**config.mk**
```make
export PLATFORM = sky130hd
export DESIGN_NAME = window_motor_driver
export DESIGN_NICKNAME = d
export VERILOG_FILES = /design/src/rtl/window_motor_driver.sv
export SDC_FILE = /design/constraint.sdc
export NUM_CORES = 1
export LEC_CHECK = 0
export BUFFER_PORTS_ARGS = -buffer_cell sky130_fd_sc_hd__buf_4
export CAP_MARGIN = 10
export CELL_PAD_IN_SITES_DETAIL_PLACEMENT = 1
export CELL_PAD_IN_SITES_GLOBAL_PLACEMENT = 1
export CORE_MARGIN = 2
export CORE_UTILIZATION = 46
export DETAILED_ROUTE_END_ITERATION = 8
export GPL_TIMING_DRIVEN = 0
export MAX_ROUTING_LAYER = met4
export PLACE_DENSITY = 0.87
export SLEW_MARGIN = 10
export SYNTH_ARGS = -nofsm -noshare
export SYNTH_HDL_FRONTEND = slang
export SYNTH_SLANG_ARGS = --single-unit
export TNS_END_PERCENT = 20
```
**constraint.sdc**
```tcl
create_clock -name clk -period 2.4 [get_ports clk]
set_input_delay 0.36 -clock clk [delete_from_list [all_inputs] [get_ports clk]]
set_output_delay 0.36 -clock clk [all_outputs]
set_load 0.01 [all_outputs]
```
**src/rtl/window_motor_driver.sv**
```systemverilog
// Purpose: window motor H-bridge driver with debounced limits, dead-time interlock and travel timeout.
// Latency: command -> busy next cycle, motor after DEADTIME more; limit -> debounced after 2+DEBOUNCE_CYCLES.
// Backpressure: none; commands are level-sampled and ignored unless the current state accepts them.
module window_motor_driver #(
   parameter int DEBOUNCE_CYCLES = 16,
   parameter int DEADTIME        = 8,
   parameter int TRAVEL_TIMEOUT  = 1000
) (
   input  logic clk,
   input  logic reset,
   input  logic open_cw,
   input  logic close_ccw,
   input  logic limit_open,
   input  logic limit_closed,
   output logic motor_cw,
   output logic motor_ccw,
   output logic at_open,
   output logic at_closed,
   output logic busy,
   output logic fault
);

   localparam int DBW = $clog2(DEBOUNCE_CYCLES + 1);
   localparam int DTW = $clog2(DEADTIME + 1);
   localparam int RNW = $clog2(TRAVEL_TIMEOUT + 1);

   localparam logic [DBW-1:0] DB_LAST = DBW'(DEBOUNCE_CYCLES - 1);
   localparam logic [DTW-1:0] DT_LAST = DTW'(DEADTIME - 1);
   localparam logic [RNW-1:0] RN_LAST = RNW'(TRAVEL_TIMEOUT - 1);

   localparam logic DIR_CW  = 1'b0;
   localparam logic DIR_CCW = 1'b1;

   typedef enum logic [2:0] {
      ST_IDLE,
      ST_DEAD,
      ST_RUN_CW,
      ST_RUN_CCW,
      ST_FAULT
   } state_t;

   // Limit conditioning: index 0 is the open switch, index 1 the closed switch.
   logic [1:0]     sync1_q;
   logic [1:0]     sync2_q;
   logic [1:0]     deb_q;
   logic [DBW-1:0] db_cnt_q [2];

   state_t         state_q, state_d;
   logic           dir_q, dir_d;
   logic [DTW-1:0] dead_cnt_q, dead_cnt_d;
   logic [RNW-1:0] run_cnt_q, run_cnt_d;

   // Synchronize raw limits, then accept a new level only after it has persisted
   // for DEBOUNCE_CYCLES consecutive cycles; any return to the old level restarts the count.
   always_ff @(posedge clk) begin
      if (reset) begin
         sync1_q <= '0;
         sync2_q <= '0;
         deb_q   <= '0;
         for (int i = 0; i < 2; i++) db_cnt_q[i] <= '0;
      end else begin
         sync1_q <= {limit_closed, limit_open};
         sync2_q <= sync1_q;
         for (int i = 0; i < 2; i++) begin
            if (sync2_q[i] == deb_q[i]) begin
               db_cnt_q[i] <= '0;
            end else if (db_cnt_q[i] == DB_LAST) begin
               deb_q[i]    <= sync2_q[i];
               db_cnt_q[i] <= '0;
            end else begin
               db_cnt_q[i] <= db_cnt_q[i] + 1'b1;
            end
         end
      end
   end

   // State, latched direction and the dead/run counters.
   always_ff @(posedge clk) begin
      if (reset) begin
         state_q    <= ST_IDLE;
         dir_q      <= DIR_CW;
         dead_cnt_q <= '0;
         run_cnt_q  <= '0;
      end else begin
         state_q    <= state_d;
         dir_q      <= dir_d;
         dead_cnt_q <= dead_cnt_d;
         run_cnt_q  <= run_cnt_d;
      end
   end

   // Next-state logic; both-limits-active overrides everything, and inside a run
   // the order is limit reached, then reversal, then timeout.
   always_comb begin
      state_d    = state_q;
      dir_d      = dir_q;
      dead_cnt_d = dead_cnt_q;
      run_cnt_d  = run_cnt_q;
      if (deb_q[0] && deb_q[1]) begin
         state_d = ST_FAULT;
      end else begin
         case (state_q)
            ST_IDLE: begin
               if (open_cw && !close_ccw && !deb_q[0]) begin
                  state_d    = ST_DEAD;
                  dir_d      = DIR_CW;
                  dead_cnt_d = '0;
               end else if (close_ccw && !open_cw && !deb_q[1]) begin
                  state_d    = ST_DEAD;
                  dir_d      = DIR_CCW;
                  dead_cnt_d = '0;
               end
            end
            ST_DEAD: begin
               if (dir_q == DIR_CW && close_ccw && !open_cw) begin
                  dir_d      = DIR_CCW;
                  dead_cnt_d = '0;
               end else if (dir_q == DIR_CCW && open_cw && !close_ccw) begin
                  dir_d      = DIR_CW;
                  dead_cnt_d = '0;
               end else if (dead_cnt_q == DT_LAST) begin
                  state_d   = (dir_q == DIR_CCW) ? ST_RUN_CCW : ST_RUN_CW;
                  run_cnt_d = '0;
               end else begin
                  dead_cnt_d = dead_cnt_q + 1'b1;
               end
            end
            ST_RUN_CW: begin
               if (deb_q[0]) begin
                  state_d = ST_IDLE;
               end else if (close_ccw) begin
                  state_d    = ST_DEAD;
                  dir_d      = DIR_CCW;
                  dead_cnt_d = '0;
               end else if (run_cnt_q == RN_LAST) begin
                  state_d = ST_FAULT;
               end else begin
                  run_cnt_d = run_cnt_q + 1'b1;
               end
            end
            ST_RUN_CCW: begin
               if (deb_q[1]) begin
                  state_d = ST_IDLE;
               end else if (open_cw) begin
                  state_d    = ST_DEAD;
                  dir_d      = DIR_CW;
                  dead_cnt_d = '0;
               end else if (run_cnt_q == RN_LAST) begin
                  state_d = ST_FAULT;
               end else begin
                  run_cnt_d = run_cnt_q + 1'b1;
               end
            end
            ST_FAULT: begin
               state_d = ST_FAULT;
            end
            default: begin
               state_d = ST_IDLE;
            end
         endcase
      end
   end

   // Outputs decode from registered state only, so the two drives can never overlap.
   assign motor_cw  = (state_q == ST_RUN_CW);
   assign motor_ccw = (state_q == ST_RUN_CCW);
   assign busy      = (state_q == ST_DEAD) || (state_q == ST_RUN_CW) || (state_q == ST_RUN_CCW);
   assign fault     = (state_q == ST_FAULT);
   assign at_open   = deb_q[0];
   assign at_closed = deb_q[1];

endmodule

```
==> results of run 1 <==
-- cell usage after synthesis, drive strengths merged --
cell type	count
o21ai	17
and2b	3
o311ai	1
and2	2
a41oi	1
dfxtp	24
nand2	5
a21oi	10
a31oi	5
mux2i	2
o31ai	1
nor2b	9
a211o	1
nand3	5
or3b	3
nand4b	2
edfxtp	10
nand3b	5
a31o	1
nor3b	2
xor2	2
ha	6
o221ai	2
xnor2	4
clkbuf	10
buf	2
o22a	1
a221oi	2
nand4	5
conb	1
or4	3
nor4	1
a311oi	2
inv	7
and4	2
nor2	26
nor3	8
nand2b	6
a2bb2oi	1
or3	2
and3	6
a211oi	4
or2	1
and3b	1
-- critical path, cell delays in order (launching register included) --
cell      delay (ns)
dfxtp_1         0.32
clkbuf_2        0.18
or3b_2          0.50
o311ai_1        0.13
nand4_1         0.24
or4_1           0.56
a21oi_1         0.18
-- final timing paths --
check	end	startpoint	depth (start not counted)
max	dead_cnt_q[3]$_SDFFE_PP0P_	deb_q[0]$_SDFFE_PP0N_	6
min	sync1_q[1]$_SDFF_PP0_	limit_closed	2
max reg2reg	dead_cnt_q[3]$_SDFFE_PP0P_	deb_q[0]$_SDFFE_PP0N_	6
min reg2reg	sync2_q[1]$_SDFF_PP0_	sync1_q[1]$_SDFF_PP0_	1
-- cell usage in the layout (no fill, tap or decap), drive strengths merged, types with 3 or more instances in the layout --
| cell type | netlist | final |
|---|---|---|
| nand3b | 5 | 5 |
| nor2 | 26 | 26 |
| or3b | 3 | 3 |
| a31oi | 5 | 5 |
| nand4 | 5 | 5 |
| edfxtp | 10 | 10 |
| clkbuf | 10 | 15 |
| dfxtp | 24 | 24 |
| ha | 6 | 6 |
| or4 | 3 | 3 |
| a211oi | 4 | 4 |
| nand2b | 6 | 6 |
| o21ai | 17 | 17 |
| nor3 | 8 | 8 |
| conb | 1 | 10 |
| and3 | 6 | 6 |
| and2b | 3 | 3 |
| nand2 | 5 | 5 |
| nand3 | 5 | 5 |
| buf | 2 | 12 |
| a21oi | 10 | 10 |
| nor2b | 9 | 9 |
| inv | 7 | 7 |
| xnor2 | 4 | 4 |
-- area by class of cell --
class / instances / area (um2) / share of cell area [%]
buffer: 12 / 56.3 / 2.61
clock buffer: 5 / 68.8 / 3.20
clock inverter: 2 / 33.8 / 1.57
inverter: 7 / 26.3 / 1.22
multi-input combinational: 170 / 1050 / 48.8
sequential: 34 / 781 / 36.3
tap: 50 / 62.6 / 2.91
timing repair buffer: 10 / 75.1 / 3.49
-- metrics by stage --
step / utilization [%] / std cells / setup WS, ns
CTS: 54.2 / 290 / 0.190
finish: 54.2 / 290 / 0.212
detailed placement: 51.6 / 283 / 0.219
global route: 54.2 / 290 / 0.0854
global placement: 51.6 / 283 / 0.292
floorplan: - / 223 / 0.468
-- cells by family after synthesis --
kind of cell	count (synthesis)
compound gates	49
flops	34
other cells	1
fa+ha+maj	6
xor+xnor	6
mux	2
simple gates	97
buf+inv	19
-- registers in the layout (all words and copies together) (netlist names) --
name,count
state_q,3
sync2_q,2
dead_cnt_q,4
dir_q,1
db_cnt_q,10
run_cnt_q,10
deb_q,2
sync1_q,2
-- power breakdown --
part           switching [mW]  total, mW  internal [mW]
logic                   0.343      0.568          0.225
registers              0.0380      0.668          0.630
clock network           0.215      0.515          0.300
total                   0.596       1.75           1.16
-- per-layer routing --
metal | vias up | track usage (%) | wire [um]
met5 | - | - | 0
met1 | 848 | 28.5 | 2080
met3 | 11 | 3.95 | 171
met2 | 31 | 36.9 | 2350
met4 | 0 | 10.3 | 97
li1 | 828 | - | -
==> results_dict.tcl, run 1 <==
set metrics [dict create \
    synth_top_area_cell "dfxtp_1" \
    clkTransAtPathRegs_ns 0.08 \
    post_drt_wl_per_cell_um 16.2 \
    post_cts_buffers 0 \
    vdd_drop_max_v 0.000423 \
    clock-sinks 34 \
    crit_fanout 8 \
    fmaxAchievable_mhz 457 \
    ys_ff_latch 34 \
    synth_compound_area_share_pct 16.7 \
    slew_headroom_pct 58.3 \
    gr-total-overflow 0 \
    cts_max_level 2 \
    clockBufferDepth 2 \
    synth_adder_area_share_pct 4.00 \
    ios 12 \
    yosys-top-cells-area "dfxtp_1, edfxtp_1, nor2_1" \
    skew_ns 0.0114 \
    cts-root-buf "clkbuf_8" \
    fin_tns_setup_ns 0 \
    ys_seq_area_share_pct 41.6 \
    start_util_pct 47.3 \
    cp_data_arrival_time_ns 2.42 \
    cp_data_required_time_ns 2.63 \
    placed_cell_area_um2 2050 \
    post-route-period-util_pct 91.2 \
    dp_hpwl_um 3350 \
    cts_hold_buffers 0 \
    fillers 475 \
    core-area_um2 3970 \
    dr_total_vias 1718 \
    total_power_mw 1.75 \
    port_buffers 10 \
    fin_nets 252 \
    cp-start-kind "flop" \
    grt_pass1_wl_um 7600 \
    ctsResizeCount 0 \
    worst_pin_slew_ns 0.623 \
    clock_latency_ns 0.30 \
    maxSlewViolCount 0 \
    postSynthCellCount 214 \
    power.density_nw_per_um2 813 \
    finalHoldViolations 0 \
    syn_area_um2 1880 \
    maxCapViolCount 0 \
    timing.reg2reg.setup_slack_ns 0.21 \
    synthSimpleGateAreaFrac_pct 29.4 \
    status "finished, final reports clean" \
    hp-class "in -> reg" \
    vias_per_cell 5.92 \
    num_rows 23 \
    antenna_found_initial 0 \
    synth_xor_area_share_pct 2.80 \
    ys_warn_count 0 \
    insertedDiodeCount 0 \
    synth_cell_types 48 \
    ant_nets 0 \
    syn_avg_cell_area_um2 8.78 \
    setup_viol 0 \
    grt_max_degree 11 \
    cts_tree "built" \
    drtIter0Drc 63 \
    drcViolationCount 0 \
    rsz0062_at_grt "false" \
    crit_path_end_kind "flop" \
    die_x_um 67.9 \
    synth_top_area_share_pct 25.6 \
    synth_top_family_by_area "simple AND/OR/NAND/NOR gates" \
    drive_gt1_share_pct 10.8 \
    first_global_vias 1651 \
    grt.total_usage_pct 23.0 \
    die_height_um 67.9 \
    min_period_ns 2.19 \
    hold_slack_ns 0.274 \
    p_leak_nw 0.809 \
    cts-buffers-inserted 5 \
    fin_area_um2 2150 \
    drt-pass1-iter-count 4 \
    synth_mux_area_share_pct 1.07 \
    die_area_um2 4610 \
    drt-total-wl_um 4700 \
    critical_path_class "reg -> reg" \
    areaGrowthSynthToFinish_pct 14.7 \
    gp_congestion 0.817 \
]
(Power assumes the default switching activity.)
==> run 2, diff against run 1 <==
--- a/config.mk
+++ b/config.mk
@@ -15,7 +15,8 @@
 export GPL_TIMING_DRIVEN = 0
 export MAX_ROUTING_LAYER = met4
 export PLACE_DENSITY = 0.87
-export SLEW_MARGIN = 10
+export REMOVE_ABC_BUFFERS = 1
+export SLEW_MARGIN = 0
 export SYNTH_ARGS = -nofsm -noshare
 export SYNTH_HDL_FRONTEND = slang
 export SYNTH_SLANG_ARGS = --single-unit
==> constraint.sdc (replaced) <==
create_clock -name clk -period 2.34 [get_ports clk]
set_input_delay 0.351 -clock clk [delete_from_list [all_inputs] [get_ports clk]]
set_output_delay 0.351 -clock clk [all_outputs]
set_load 0.01 [all_outputs]
==> run 2 against run 1 <==
Clock power down 19%. Sequential share of layout area grew 1.3 points. Global-route usage down 0.93 points. Critical endpoint is now run_cnt_q[8]$_SDFFE_PP0P_. Sequential power increased by 8.8%. Clock skew fell by 0.0018 ns.
==> results_dict.tcl, run 2 (synthesis gave the netlist of run 1 again) <==
set metrics [dict create \
    status "finished, final reports clean" \
    postLayoutSetupSlackWorst_ns 0.172 \
    insertedDiodeCount 0 \
    worst_pin_slew_ns 0.601 \
    power.density_nw_per_um2 785 \
    crit_path_end_kind "flop" \
    cts-root-buf "clkbuf_8" \
    ant_nets 0 \
    dp.cells 272 \
    setup_viol 0 \
    clock_latency_ns 0.29 \
    hp-class "in -> reg" \
    multiInputGateArea_um2 1050 \
    cts_hold_buffers 0 \
    slowest_stage "or4_1" \
    clock-sinks 34 \
    dr_total_vias 1608 \
    r2r-start "run_cnt_q[0]$_SDFFE_PP0P_" \
    cp_data_arrival_time_ns 2.35 \
    cp-start-kind "flop" \
    cts_max_level 2 \
    first_global_vias 1553 \
    die_area_um2 4610 \
    clkTransAtPathRegs_ns 0.07 \
    drive_gt1_share_pct 10.4 \
    clockBufferDepth 2 \
    min_period_ns 2.17 \
    hp-start "limit_closed" \
    dp_hpwl_um 3060 \
    final_common_cell "nor2_1" \
    gr-total-overflow 0 \
    cts-buffers-inserted 5 \
    timing.reg2reg.setup_slack_ns 0.17 \
    slew_headroom_pct 59.8 \
    reg2regPathDepth 6 \
    core-area_um2 3970 \
    ios 12 \
    final_cell_mix "nor2_1, dfxtp_1, o21ai_0" \
    cp_data_required_time_ns 2.53 \
    skew_ns 0.00964 \
    areaGrowthSynthToFinish_pct 11.0 \
    start_util_pct 47.3 \
    post_drt_wl_per_cell_um 15.4 \
    hold_depth 2 \
    hold_slack_ns 0.292 \
    drcViolationCount 0 \
    drt-pass1-iter-count 4 \
    fillers 498 \
    crit_chain "ha_1 > nand2_1 > or4_1 > a21oi_2 > nor2_1 > a311oi_1" \
    grt_pass1_wl_um 7310 \
    grt_max_degree 28 \
    maxCapViolCount 0 \
    p_leak_nw 0.773 \
    cpPeakStageDelay_ns 0.53 \
    grt.total_usage_pct 22.0 \
    vdd_drop_max_v 0.000293 \
    post_cts_buffers 0 \
    die_x_um 67.9 \
    post-place-ws_ns 0.159 \
    num_rows 23 \
    antenna_found_initial 0 \
    min_delay_worst_endpoint "sync1_q[1]$_SDFF_PP0_" \
    die_height_um 67.9 \
    fmaxAchievable_mhz 461 \
    gp_congestion 0.808 \
    fin_nets 241 \
    critical_path_class "reg -> reg" \
    seq_area_um2 782 \
    rsz0062_at_grt "true" \
    post-route-period-util_pct 92.6 \
    rr_endpoint "run_cnt_q[8]$_SDFFE_PP0P_" \
    final_cells 280 \
    port_buffers 11 \
    crit_fanout 8 \
    drtIter0Drc 109 \
    cts_tree "built" \
    vias_per_cell 5.74 \
    reg_top3 "db_cnt_q: 10 flops, run_cnt_q: 10 flops, dead_cnt_q: 4 flops" \
    drt-total-wl_um 4320 \
    finalHoldViolations 0 \
    maxSlewViolCount 0 \
]
-- run 2: changes by cell type in the layout (fill, tap and decap cells not counted) --
| cell | previous run | this run |
|---|---|---|
| buf_2 | 1 | 0 |
| and3b_1 | 1 | 0 |
| dfxtp_2 | 0 | 1 |
| clkinv_1 | 1 | 0 |
| buf_4 | 10 | 11 |
| bufinv_16 | 1 | 0 |
| clkbuf_1 | 8 | 3 |
| clkbuf_2 | 2 | 0 |
| dfxtp_1 | 24 | 23 |
| buf_6 | 1 | 0 |
| and3b_2 | 0 | 1 |
-- run 2: area by class of cell --
type	instances	share of cell area (%)
clock buffer	8	3.84
inverter	7	1.26
multi-input combinational	170	50.4
sequential	34	37.5
tap	50	3.00
timing repair buffer	11	3.96
-- run 2: routing by layer --
layer  wire (um)  vias to the layer above  track usage, %
met4          68                        0            7.50
li1            -                      805               -
met5           0                        -               -
met3         160                        5            4.93
met1        2050                      773            27.9
met2        2030                       25            34.9
-- run 2: power breakdown --
group	internal [mW]	switching [mW]	total, mW
Combinational	0.200	0.290	0.491
Sequential	0.649	0.0780	0.727
Clock	0.211	0.207	0.418
-- run 2: worst max-delay path, delay by kind of cell, from the launching register on --
family / cells / cell delay, ns
simple gates: 3 / 0.77
compound gates: 2 / 0.67
flops: 1 / 0.39
fa+ha+maj: 1 / 0.23
-- run 2: what timing repair did --
action | CTS | global route
endpoints found under the hold margin | 0 | 0
gates resized for setup | 0 | 2
setup endpoints to repair | 0 | 5
-- run 2: worst max-delay path by stage --
| stage | cells past startpoint | endpoint | slack [ns] | start |
|---|---|---|---|---|
| 2_1_floorplan | 4 | dead_cnt_q[3]$_SDFFE_PP0P_ | 0.47 | state_q[0]$_SDFFE_PP0P_ |
| 3_3_place_gp | 4 | run_cnt_q[5]$_SDFFE_PP0P_ | 0.24 | state_q[1]$_SDFFE_PP0P_ |
| 3_5_place_dp | 5 | run_cnt_q[5]$_SDFFE_PP0P_ | 0.16 | state_q[0]$_SDFFE_PP0P_ |
| 4_1_cts | 5 | run_cnt_q[5]$_SDFFE_PP0P_ | 0.17 | state_q[0]$_SDFFE_PP0P_ |
| 5_1_grt | 6 | run_cnt_q[8]$_SDFFE_PP0P_ | -0.01 | run_cnt_q[0]$_SDFFE_PP0P_ |
| 6_report | 6 | run_cnt_q[8]$_SDFFE_PP0P_ | 0.17 | run_cnt_q[0]$_SDFFE_PP0P_ |
-- run 2: stage by stage --
step	TNS [ns]	utilization [%]	cell area, um2	power [mW]
floorplan	0	-	1860	1.06
global placement	0	50.4	2000	1.20
detailed placement	0	50.4	2000	1.23
CTS	0	52.4	2080	1.65
global route	-0.0128	52.5	2080	1.74
finish	0	52.5	2080	1.64
==> run 3, diff against run 2 <==
--- a/config.mk
+++ b/config.mk
@@ -5,16 +5,17 @@
 export SDC_FILE = /design/constraint.sdc
 export NUM_CORES = 1
 export LEC_CHECK = 0
+export ABC_AREA = 1
 export BUFFER_PORTS_ARGS = -buffer_cell sky130_fd_sc_hd__buf_4
 export CAP_MARGIN = 10
 export CELL_PAD_IN_SITES_DETAIL_PLACEMENT = 1
 export CELL_PAD_IN_SITES_GLOBAL_PLACEMENT = 1
 export CORE_MARGIN = 2
-export CORE_UTILIZATION = 46
+export CORE_UTILIZATION = 43
 export DETAILED_ROUTE_END_ITERATION = 8
 export GPL_TIMING_DRIVEN = 0
 export MAX_ROUTING_LAYER = met4
-export PLACE_DENSITY = 0.87
+export PLACE_DENSITY = 0.86
 export REMOVE_ABC_BUFFERS = 1
 export SLEW_MARGIN = 0
 export SYNTH_ARGS = -nofsm -noshare
==> run 3 against run 2 <==
Design area is 7.0% higher. Via count is 15% higher. Critical path depth grew 4. Sequential power up 0.7%. Combinational power grew 9.4%. Total power rose by 5.3%. First-iteration DRC count down 42%. Flip-flop and latch count did not move. Fmax increased by 13%. Critical endpoint is now run_cnt_q[3]$_SDFFE_PP0P_. Largest cell class unchanged.
==> results_dict.tcl, run 3 <==
set metrics [dict create \
    status "finished, final reports clean" \
    gr-total-overflow 0 \
    min_delay_worst_endpoint "sync1_q[0]$_SDFF_PP0_" \
    grt.total_usage_pct 21.5 \
    die_x_um 71.8 \
    syn_area_um2 1970 \
    worst_pin_slew_ns 0.512 \
    critical_path_class "reg -> reg" \
    p_leak_nw 0.986 \
    num_rows 24 \
    synthSimpleGateAreaFrac_pct 34.4 \
    cts-root-buf "clkbuf_8" \
    post_cts_buffers 0 \
    start_util_pct 45.0 \
    reg2regPathDepth 10 \
    ant_nets 0 \
    maxSlewViolCount 0 \
    grt_max_degree 17 \
    gp_congestion 0.910 \
    ys_ff_latch 34 \
    clock-sinks 34 \
    ctsResizeCount 0 \
    postSynthCellCount 287 \
    synth_adder_area_share_pct 3.80 \
    yosys-top-cells-area "dfxtp_1, edfxtp_1, nand2_1" \
    die_area_um2 5150 \
    drt-pass1-iter-count 4 \
    drtIter0Drc 63 \
    cp-start-kind "flop" \
    insertedDiodeCount 0 \
    dr_total_vias 1845 \
    post-route-period-util_pct 81.8 \
    multiInputGateArea_um2 1060 \
    ys_seq_area_share_pct 39.5 \
    clkTransAtPathRegs_ns 0.07 \
    fmaxAchievable_mhz 522 \
    r2r-start "run_cnt_q[0]$_SDFFE_PP0P_" \
    synth_xor_area_share_pct 1.77 \
    core-area_um2 4380 \
    cts_max_level 2 \
    ios 12 \
    synth_compound_area_share_pct 11.7 \
    crit_path_end_kind "flop" \
    fin_nets 323 \
    clock_latency_ns 0.29 \
    drive_gt1_share_pct 12.2 \
    synth_top_area_share_pct 24.3 \
    netlist_top_cells_count "nand2_1, nor2_1, inv_1, dfxtp_1, a21oi_1" \
    final_common_cell "nand2_1" \
    maxCapViolCount 0 \
    dp_hpwl_um 3610 \
    ys_dominant_reg_cell "dfxtp_1" \
    areaGrowthSynthToFinish_pct 13.0 \
    antenna_found_initial 0 \
    fillers 595 \
    skew_ns 0.00872 \
    synth_top_area_cell "dfxtp_1" \
    synth_mux_area_share_pct 0 \
    seq_area_um2 781 \
    cp_data_arrival_time_ns 2.14 \
    synth_cell_types 32 \
    dp.cells 356 \
    synth_top_family_by_area "simple AND/OR/NAND/NOR gates" \
    final_cells 364 \
    fin_tns_setup_ns 0 \
    synth-edff-count 10 \
    slew_headroom_pct 65.8 \
    timing.reg2reg.setup_slack_ns 0.43 \
    cts_tree "built" \
    reg_top3 "db_cnt_q: 10 flops, run_cnt_q: 10 flops, dead_cnt_q: 4 flops" \
    cp_data_required_time_ns 2.56 \
    synth_most_common_cell "nand2_1" \
    grt_pass1_wl_um 8450 \
    rsz0062_at_grt "false" \
    post_drt_wl_per_cell_um 12.8 \
    cts-buffers-inserted 5 \
    clockBufferDepth 2 \
    hp-start "limit_open" \
    cts_hold_buffers 0 \
    power.density_nw_per_um2 772 \
    hold_depth 3 \
    async_reset_ff_share_pct 0 \
    final_cell_mix "nand2_1, nor2_1, inv_1" \
    rr_endpoint "run_cnt_q[3]$_SDFFE_PP0P_" \
    drcViolationCount 0 \
    die_height_um 71.8 \
    ys_warn_count 0 \
    syn_avg_cell_area_um2 6.88 \
    setup_viol 0 \
    vias_per_cell 5.07 \
    vdd_drop_max_v 0.000421 \
    min_period_ns 1.91 \
    port_buffers 11 \
    drt-total-wl_um 4650 \
    first_global_vias 1925 \
    hp-class "in -> reg" \
    crit_fanout 12 \
    finalHoldViolations 0 \
]
[run 3: metal layers]
metal | up-vias | global-route usage, % | routed length (um)
met2 | 27 | 35.6 | 2280
met4 | 0 | 9.85 | 119
met5 | - | - | 0
met3 | 10 | 3.80 | 151
li1 | 955 | - | -
met1 | 853 | 25.4 | 2100
[run 3: cells by family (layout without fill, tap and decap cells)]
kind of cell,count (synthesis),count (layout)
flops,34,34
fa+ha+maj,6,6
other cells,1,10
xor+xnor,4,4
compound gates,37,37
buf+inv,43,59
simple gates,162,162
[run 3: layout make-up]
class	count	share of cell area, %
Clock buffer	6	3.70
Timing Repair Buffer	11	3.70
Sequential cell	34	35.0
Inverter	40	6.73
Tap cell	52	2.92
Multi-Input combinational cell	219	47.4
Clock inverter	2	0.561
[run 3: worst max-delay path by stage]
stage / slack, ns / from / to / depth (start not counted)
6_report: 0.43 / run_cnt_q[0]$_SDFFE_PP0P_ / run_cnt_q[3]$_SDFFE_PP0P_ / 10
2_1_floorplan: 0.76 / db_cnt_q[1][0]$_SDFFCE_PN0P_ / db_cnt_q[1][3]$_SDFFCE_PN0P_ / 8
3_5_place_dp: 0.44 / db_cnt_q[1][0]$_SDFFCE_PN0P_ / db_cnt_q[1][3]$_SDFFCE_PN0P_ / 8
5_1_grt: 0.22 / run_cnt_q[0]$_SDFFE_PP0P_ / run_cnt_q[7]$_SDFFE_PP0P_ / 10
4_1_cts: 0.42 / run_cnt_q[0]$_SDFFE_PP0P_ / run_cnt_q[7]$_SDFFE_PP0P_ / 10
3_3_place_gp: 0.48 / run_cnt_q[0]$_SDFFE_PP0P_ / run_cnt_q[1]$_SDFFE_PP0P_ / 11
[run 3: worst max-delay path, stage by stage (launching register included)]
cell     delay, ns
dfxtp_1       0.36
ha_1          0.24
nand2_1       0.12
nor2_1        0.06
nand2_1       0.13
inv_1         0.07
nand2_1       0.08
nand2_2       0.07
nor2_2        0.44
nand2_1       0.14
a21oi_2       0.15
[run 3: per-stage QoR]
step                      area, um2  hold slack (ns)  setup slack [ns]  utilization [%]  power (mW)
after floorplan                1990            0.388             0.764                -        1.12
after global placement         2140            0.396             0.480             48.7        1.26
after detailed placement       2140            0.410             0.441             48.7        1.29
after CTS                      2230            0.265             0.419             50.9        1.74
after global routing           2230            0.282             0.224             50.9        1.86
final                          2230            0.270             0.425             50.9        1.72
[run 3: power by group]
group	internal (mW)	total (mW)	switching [mW]
Sequential	0.665	0.732	0.0670
Combinational	0.170	0.537	0.366
Clock	0.236	0.454	0.217
